<file path="src/rtl/imm_gen_pkg.sv">
// Immediate-format definitions shared by the decode-stage immediate generator.
// Holds the select encoding, the skid buffer state type and the pure
// immediate builder used on the input side of imm_gen_pipe.
package imm_gen_pkg;

  typedef enum logic [2:0] {
    SEL_I   = 3'b000,
    SEL_S   = 3'b001,
    SEL_B   = 3'b010,
    SEL_J   = 3'b011,
    SEL_U   = 3'b100,
    SEL_Z   = 3'b101,
    SEL_SH  = 3'b110,
    SEL_RSV = 3'b111
  } imm_sel_e;

  typedef enum logic [1:0] {
    EMPTY = 2'd0,
    ONE   = 2'd1,
    TWO   = 2'd2
  } skid_state_e;

  // Widest supported datapath; narrower XLEN takes the low bits.
  localparam int IMM_MAX_W = 64;

  // Returns {illegal, imm[63:0]}. The immediate is always built at 64 bits;
  // truncating a sign-extended value to 32 bits is still the correct 32-bit
  // result, so only the shamt legality check depends on xlen.
  function automatic logic [IMM_MAX_W:0] build_imm(
    input logic [31:0] ins,
    input imm_sel_e    sel,
    input int unsigned xlen
  );
    logic [IMM_MAX_W-1:0] imm;
    logic                 ill;
    imm = '0;
    ill = 1'b0;
    case (sel)
      SEL_I:  imm = {{52{ins[31]}}, ins[31:20]};
      SEL_S:  imm = {{52{ins[31]}}, ins[31:25], ins[11:7]};
      SEL_B:  imm = {{51{ins[31]}}, ins[31], ins[7], ins[30:25], ins[11:8], 1'b0};
      SEL_J:  imm = {{43{ins[31]}}, ins[31], ins[19:12], ins[20], ins[30:21], 1'b0};
      SEL_U:  imm = {{32{ins[31]}}, ins[31:12], 12'b0};
      SEL_Z:  imm = {59'b0, ins[19:15]};
      SEL_SH: begin
        // A 6-bit shamt with the top bit set does not exist on RV32.
        if (xlen == 32 && ins[25]) begin
          ill = 1'b1;
          imm = {59'b0, ins[24:20]};
        end else begin
          imm = {58'b0, ins[25:20]};
        end
      end
      default: begin
        ill = 1'b1;
        imm = '0;
      end
    endcase
    return {ill, imm};
  endfunction

endpackage

</file>
<file path="src/rtl/imm_skid_buf.sv">
// Generic 2-entry skid buffer: main register M drives the output, K absorbs
// one extra beat so that o_ready is purely registered.
// Ports: clk/rst_n/flush; i_valid/o_ready/i_dat upstream; o_valid/i_ready/o_dat downstream.
module imm_skid_buf
  import imm_gen_pkg::*;
#(
  parameter int W = 8
) (
  input  logic         clk,
  input  logic         rst_n,
  input  logic         flush,
  input  logic         i_valid,
  output logic         o_ready,
  input  logic [W-1:0] i_dat,
  output logic         o_valid,
  input  logic         i_ready,
  output logic [W-1:0] o_dat
);

  skid_state_e r_state;
  logic [W-1:0] r_m;
  logic [W-1:0] r_k;
  logic         r_in_rdy;
  logic         r_out_vld;

  logic w_acc;
  logic w_xfer;

  assign w_acc  = i_valid & r_in_rdy;
  assign w_xfer = r_out_vld & i_ready;

  always_ff @(posedge clk or negedge rst_n) begin
    if (!rst_n) begin
      r_state   <= EMPTY;
      r_m       <= '0;
      r_k       <= '0;
      r_in_rdy  <= 1'b1;
      r_out_vld <= 1'b0;
    end else if (flush) begin
      // Any beat presented or buffered this cycle is dropped; data registers
      // keep their contents since o_valid masks them.
      r_state   <= EMPTY;
      r_in_rdy  <= 1'b1;
      r_out_vld <= 1'b0;
    end else begin
      case (r_state)
        EMPTY: begin
          if (w_acc) begin
            r_m       <= i_dat;
            r_state   <= ONE;
            r_out_vld <= 1'b1;
          end
        end
        ONE: begin
          if (w_acc && w_xfer) begin
            r_m <= i_dat;
          end else if (w_acc) begin
            r_k      <= i_dat;
            r_state  <= TWO;
            r_in_rdy <= 1'b0;
          end else if (w_xfer) begin
            r_state   <= EMPTY;
            r_out_vld <= 1'b0;
          end
        end
        TWO: begin
          if (w_xfer) begin
            r_m      <= r_k;
            r_state  <= ONE;
            r_in_rdy <= 1'b1;
          end
        end
        default: begin
          r_state   <= EMPTY;
          r_in_rdy  <= 1'b1;
          r_out_vld <= 1'b0;
        end
      endcase
    end
  end

  assign o_ready = r_in_rdy;
  assign o_valid = r_out_vld;
  assign o_dat   = r_m;

endmodule

</file>
<file path="src/rtl/imm_gen_pipe.sv">
// Registered immediate generator for decode: builds the XLEN immediate from
// the raw instruction, then buffers {illegal, imm, tag} in a 2-entry skid buffer.
// Ports: clk/rst_n/flush; in_valid/in_ready/in_ins/in_sel/in_tag; out_valid/out_ready/out_imm/out_tag/out_illegal.
module imm_gen_pipe
  import imm_gen_pkg::*;
#(
  parameter int XLEN  = 32,
  parameter int TAG_W = 5
) (
  input  logic             clk,
  input  logic             rst_n,
  input  logic             flush,
  input  logic             in_valid,
  output logic             in_ready,
  input  logic [31:0]      in_ins,
  input  logic [2:0]       in_sel,
  input  logic [TAG_W-1:0] in_tag,
  output logic             out_valid,
  input  logic             out_ready,
  output logic [XLEN-1:0]  out_imm,
  output logic [TAG_W-1:0] out_tag,
  output logic             out_illegal
);

  localparam int PW = 1 + XLEN + TAG_W;

  logic [IMM_MAX_W:0] w_build;
  logic [PW-1:0]      w_in_dat;
  logic [PW-1:0]      w_out_dat;

  assign w_build  = build_imm(in_ins, imm_sel_e'(in_sel), XLEN);
  assign w_in_dat = {w_build[IMM_MAX_W], w_build[XLEN-1:0], in_tag};

  // Upper immediate bits are only meaningful for the 64-bit datapath.
  generate
    if (XLEN < IMM_MAX_W) begin : g_narrow
      logic w_unused_hi;
      assign w_unused_hi = ^w_build[IMM_MAX_W-1:XLEN];
    end
  endgenerate

  imm_skid_buf #(
    .W (PW)
  ) u_skid (
    .clk     (clk),
    .rst_n   (rst_n),
    .flush   (flush),
    .i_valid (in_valid),
    .o_ready (in_ready),
    .i_dat   (w_in_dat),
    .o_valid (out_valid),
    .i_ready (out_ready),
    .o_dat   (w_out_dat)
  );

  assign out_illegal = w_out_dat[PW-1];
  assign out_imm     = w_out_dat[TAG_W +: XLEN];
  assign out_tag     = w_out_dat[TAG_W-1:0];

endmodule

</file>
<file path="config.mk">
export PLATFORM = sky130hd
export DESIGN_NAME = imm_gen_pipe
export DESIGN_NICKNAME = d
export VERILOG_FILES = /design/src/rtl/imm_gen_pkg.sv /design/src/rtl/imm_skid_buf.sv /design/src/rtl/imm_gen_pipe.sv
export SDC_FILE = /design/constraint.sdc
export NUM_CORES = 1
export LEC_CHECK = 0
export ABC_AREA = 1
export CAP_MARGIN = 20
export CORE_MARGIN = 4
export CORE_UTILIZATION = 52
export CTS_BUF_LIST = sky130_fd_sc_hd__clkbuf_8
export CTS_CLUSTER_DIAMETER = 200
export DETAILED_ROUTE_END_ITERATION = 6
export MAX_ROUTING_LAYER = met4
export PLACE_DENSITY = 0.84
export SETUP_SLACK_MARGIN = 0.3
export SLEW_MARGIN = 20
export SYNTH_ARGS = -nofsm -noshare
export SYNTH_HDL_FRONTEND = slang
export SYNTH_SLANG_ARGS = --single-unit
</file>
<file path="constraint.sdc">
create_clock -name clk -period 1.6 [get_ports clk]
set_clock_uncertainty 0.05 [all_clocks]
set_input_delay 0.48 -clock clk [delete_from_list [all_inputs] [get_ports clk]]
set_output_delay 0.48 -clock clk [all_outputs]
set_load 0.01 [all_outputs]
</file>
* Yosys cells after proc, flatten, opt, wreduce, memory -nomap -nowiden
Index checks and enable logic that the tools add are counted.
** Word-level totals
- Register bits after elaboration :: 80
- Latch bits :: 0
- RAM bits :: 0
- Bits in read-only memories :: 0
- Input port bits :: 45
- Output and inout bits :: 40
- Memories :: 0
** Cells by class
- $add $sub $neg :: 0
- $mul :: 0
- Div/mod/pow operators :: 0
- $lt $le $gt $ge :: 0
- Equality and inequality tests :: 20
- Shifts and indexed selects :: 0
- Multiplexer cells :: 25
- Bitwise logic cells :: 4
- Reductions and logical operators :: 10
** Operators with widths (number)
- $pmux W32 S7 :: 1
- $mux W38 :: 3
- $pmux W38 S3 :: 1
- $mux W2 :: 6
- $ne A3 B2 Y1 const B :: 4
- $reduce_and A4 Y1 :: 3
- $mux W1 :: 10
- $reduce_and A5 Y1 :: 2
- $eq A3 B3 Y1 const B :: 3
- $eq A3 B2 Y1 const B :: 2
- $ne A2 B1 Y1 const B :: 3
- $ne A3 B3 Y1 const B :: 2
- $pmux W1 S3 :: 2
- $pmux W2 S3 :: 1
- $reduce_or A6 Y1 :: 1
- $ne A2 B2 Y1 const B :: 2
- $ne A4 B2 Y1 const B :: 1
- $eq A3 B1 Y1 const B :: 1
- $logic_not A3 Y1 :: 1
- $reduce_bool A3 Y1 :: 1
- $and A1 B1 Y1 :: 2
- $eq A2 B1 Y1 const B :: 1
- $eq A2 B2 Y1 const B :: 1
- $logic_not A2 Y1 :: 1
- 3 further kinds :: 4

* Logic depth before layout (Yosys ltp)
- Word-level depth :: 6
- Gate-level depth with buffers :: 9

* Cells and area by module
From an unflattened synthesis, not the netlist that was laid out.
** Unflattened totals
- Cells, all modules :: 509
- Area total of the unflattened synthesis :: 4096.4 um2
** By module, submodules not included
- imm_skid_buf :: times used 1, cells an instance 419, area an instance 3614.7 um2
- imm_gen_pipe :: times used 1, cells an instance 90, area an instance 481.7 um2

* Worst setup path before layout
Ideal clock, no wire load.
- Path type :: input to register
- Start :: input port in_sel[0]
- End :: register u_skid.r_m[17] (netlist: u_skid.o_dat[17])
- Data arrival time :: 1.345 ns
- Required time :: 1.434 ns
- Path slack :: 0.088 ns
- Stages :: 9
- Path buffers :: 1
- Cell sequence :: clkbuf_2 -> nand2_1 -> nor2_1 -> inv_1 -> nand2_1 -> a21oi_1 -> nand2_1 -> nand2_1 -> nand2_1
** On the way
- Word-level cells in the longest chain between the ends :: 4
- Elaborated cells on any way between the ends :: 11
** RTL lines
- from (decl) :: RTL line imm_gen_pipe.sv:16 : input logic [2:0] in_sel,
- $eq A3 B3 Y1, or another cell as far along :: RTL line imm_gen_pkg.sv:38 : case (sel)
- $pmux W32 S7 (*) :: RTL line imm_gen_pkg.sv:38
- $mux W38, on equally long branches :: RTL line imm_skid_buf.sv:55, imm_skid_buf.sv:48
- $pmux W38 S3 (*) :: RTL line imm_skid_buf.sv:46 : case (r_state)
- to (signal assigned) :: RTL line imm_skid_buf.sv:49 : r_m <= i_dat;
- to (signal assigned) :: RTL line imm_skid_buf.sv:56 : r_m <= i_dat;
- to (signal assigned) :: RTL line imm_skid_buf.sv:68 : r_m <= r_k;
- to (decl) :: RTL line imm_skid_buf.sv:21 : logic [W-1:0] r_m;
Mark *: on every way between the ends. The rest lies on a longest branch, timed or not. The select of a mux whose other input is x is not followed.
A chain may end at the register's enable or synchronous reset.

* Final worst setup path
- Start :: register u_skid.r_in_rdy (netlist: u_skid.o_ready)
- End :: register u_skid.r_k[19]
** On the way
- Word-level cells in the longest chain between the ends :: 4
** RTL lines
- from (decl) :: RTL line imm_skid_buf.sv:23 : logic r_in_rdy;
- from (signal assigned) :: RTL line imm_skid_buf.sv:37 : r_in_rdy <= 1'b1;
- from (signal assigned) :: RTL line imm_skid_buf.sv:43 : r_in_rdy <= 1'b1;
- from (signal assigned) :: RTL line imm_skid_buf.sv:60 : r_in_rdy <= 1'b0;
- $and A1 B1 Y1 (*) :: RTL line imm_skid_buf.sv:29 : assign w_acc = i_valid & r_in_rdy;
- $logic_and A1 B1 Y1 :: RTL line imm_skid_buf.sv:55 : if (w_acc && w_xfer) begin
- $not A1 Y1 (no line)
- $reduce_and A4 Y1 (no line) (*)
- to (signal assigned) :: RTL line imm_skid_buf.sv:58 : r_k <= i_dat;
- to (decl) :: RTL line imm_skid_buf.sv:22 : logic [W-1:0] r_k;
Mark *: on every way between the ends. The rest lies on a longest branch, timed or not.

==> out/results.md <==
- 3801 — number of global-route vias before repair
- 0.3700 — proportion of layout cells with a drive suffix above 1
- 0.8700 — last weighted congestion value of the routability-driven placer
- 0.003891 mm2 — Cell Area, Synth
- 18.84 um — per-cell routed wire length
- 397.4 ps — Worst Max-Slew Pin Slew
- 18.13 mm — global-route wire length before repair
- 0 — number of hold violations in the final report
- 0.4303 — met2 global-route usage
- 0 — pins over their slew limit
- 0 — number of antenna violations at the first check in global routing
- -54.64 ps — final worst-path setup slack
- 1513 mW/mm2 — power per unit of standard cell area
- register — startpoint type of the worst setup path
- sky130_fd_sc_hd__nand2_1 — leading cell type in the layout, fill and taps excluded
- 90 ps — clock slew at the register clock pins of the worst setup and hold paths
- 4452 — via count
- 7.412 um2 — synthesized area per cell
- 0 — antenna cell count
- 0.8511 mV — Peak supply drop
- DRC, setup timing — failing checks
- finished, violations left — run status
- 94.51 um — Die H
- 0 — number of max-capacitance violations reported
- 85 — ports placed on the boundary
- 94.51 um — horizontal die dimension
- 0.009155 W — Power Total
- 80 — count of clock tree sinks
- 77 — IO buf count
- 1820 ps — required time of the critical path
- 9 — Inserted Clock Buffers
- 344 — number of DRC violations after detailed-routing iteration 0
- 1880 ps — Data arrival, critical path
- 0 — antenna-violating nets left
- 0.8341 — Finished Core Util
- 370 ps — insertion delay of the later-clocked pin in the worst-skew pair
- 55 — maximum number of pins on one net before global-route repair
- 2 — buffer levels on the longest clock path
- 6 — DR DRC count
- 20 — Netlist cell types
- built — clock tree from TritonCTS
- 421.7 ps — final hold slack
- 0 — grt total ovfl
- 0.6044 GHz — achievable clock frequency
- 14.54 mm — DRT Wirelength
- 1655 ps — time the worst path needs with I/O delays and setup
- 0.3420 — Global Route met1 Usage
- 55.47% — area growth from synthesis to final layout
- 7 — final setup vio count
- 80 — post-synthesis sequential element count
- register to register — kind of critical path
- 5.767 — detailed-route vias per instance
- input pin to asynchronous set/reset pin — Hold Crit Class
- 31 — Std-Cell Rows
- 0.5365 — Initial Util
- 1.034 — final critical-path share of the clock period
- 0.007253 mm2 — total core area
- sky130_fd_sc_hd__clkbuf_8 — clock tree root buffer cell
- 7 — count of TritonRoute iterations in the first routing pass
- 0.2677 — Tot GR Track Use
- yes — RSZ-0062 raised after global routing
- met2 — busiest metal layer after global routing
- 0.5148 — part of the Yosys area used for sequential elements
- -195.6 ps — sum of negative setup slack
- 6.912 mm — half-perimeter wire length after detailed placement
- 16 — largest fanout on the critical path
- 570 — syn nets
- 3.201 nW — leakage power
- 525 — Post-Syn Instances
- 3 — CTS HTree Levels
- 0.7333 — Max-Slew Margin vs Limit
- 0.008931 mm2 — Die Outline Area
- register — sort of element at the end of the critical path
- 0.04382 — global routing usage on met3
- 713 — Total Nets Final
- sky130_fd_sc_hd__nand2_1 (175), sky130_fd_sc_hd__dfrtp_1 (77), sky130_fd_sc_hd__buf_4 (58) — commonest cells after routing, fill and taps aside
- 0 — number of warning messages in the yosys log
flip-flops by register name (all words and copies together), names as in the netlist:
name / cells
u_skid.o_ready: 1
u_skid.o_dat: 38
u_skid.o_valid: 1
u_skid.r_k: 38
u_skid.r_state: 2
kinds of logic (layout without fill, tap and decap cells):
| group | Yosys count | count (layout) | share of synthesized area |
|---|---|---|---|
| AOI/OAI and AO/OA | 88 | 88 | 0.1232 |
| and+or+nand+nor | 286 | 286 | 0.2884 |
| buffers and inverters | 71 | 219 | 0.07363 |
| DFF | 80 | 80 | 0.5148 |
final cells by class:
type                            count  area [um2]
Sequential cell                    80        2006
Clock buffer                        9       123.9
Multi-Input combinational cell    374        2091
Timing Repair inverter              2       27.53
Clock inverter                      7       41.29
Tap cell                           99       123.9
Fill cell                         372        1204
Inverter                           45       200.2
Timing Repair Buffer              156        1436
stage by stage:
| stage | cells | area [um2] | setup WS (ps) |
|---|---|---|---|
| 2_1_floorplan | 525 | 3984 | 148.1 |
| 3_5_place_dp | 708 | 5020 | -498.7 |
| 3_3_place_gp | 708 | 5020 | -467.9 |
| 6_report | 772 | 6050 | -54.64 |
| 4_1_cts | 746 | 5296 | 59.77 |
| 5_1_grt | 772 | 6050 | -101.1 |
report_power, final:
part / internal [W] / switching, W / leakage [nW]
clock network: 0.000550 / 0.000793 / 0.0876
logic: 0.00198 / 0.00241 / 2.09
registers: 0.00290 / 0.000517 / 1.02
total: 0.00544 / 0.00372 / 3.20
routing by layer:
metal	vias up	routed length (um)
li1	1951	-
met5	-	0
met4	0	1153
met1	2081	5163
met2	299	7017
met3	121	1206
Yosys cell counts (all sizes together):
cell,n,area share
nor2,56,0.058
a21oi,12,0.015
nand2,209,0.20
inv,45,0.043
nand3,17,0.022
dfrtp,79,0.51
nand4,4,0.0064
dfstp,1,0.0068
o211ai,14,0.027
buf,13,0.017
clkbuf,13,0.013
o21ai,62,0.081
critical path, stage by stage (launching register included):
cell and delay (ps):
sky130_fd_sc_hd__dfstp_2 540, sky130_fd_sc_hd__buf_6 100, sky130_fd_sc_hd__nand2_4 60, sky130_fd_sc_hd__buf_6 130
sky130_fd_sc_hd__nor2_4 160, sky130_fd_sc_hd__clkbuf_16 220, sky130_fd_sc_hd__inv_16 60, sky130_fd_sc_hd__o21ai_1 230
final timing paths:
| path | from | end | slack (ps) | cells past startpoint |
|---|---|---|---|---|
| max | u_skid.o_ready$_DFFE_PN1P_ | u_skid.r_k[19]$_DFFE_PN0P_ | -50 | 7 |
| min | rst_n | u_skid.o_valid$_DFFE_PN0P_ | 420 | 2 |
| max reg2reg | u_skid.o_ready$_DFFE_PN1P_ | u_skid.r_k[19]$_DFFE_PN0P_ | -50 | 7 |
| min reg2reg | u_skid.o_dat[7]$_DFFE_PN0P_ | u_skid.o_dat[7]$_DFFE_PN0P_ | 440 | 2 |
| max in group asynchronous | rst_n | u_skid.r_k[24]$_DFFE_PN0P_ | 580 | 3 |
| min in group clk | u_skid.o_dat[7]$_DFFE_PN0P_ | u_skid.o_dat[7]$_DFFE_PN0P_ | 440 | 2 |
repair_timing:
item	in CTS	in global routing
pin swaps	3	19
hold buffers	1	0
setup endpoints to repair	120	120
hold endpoints to repair	3	0
setup buffers	18	19
gates resized for setup	194	152
gates cloned	3	7
No activity file was read; power rests on OpenSTA's default activity.
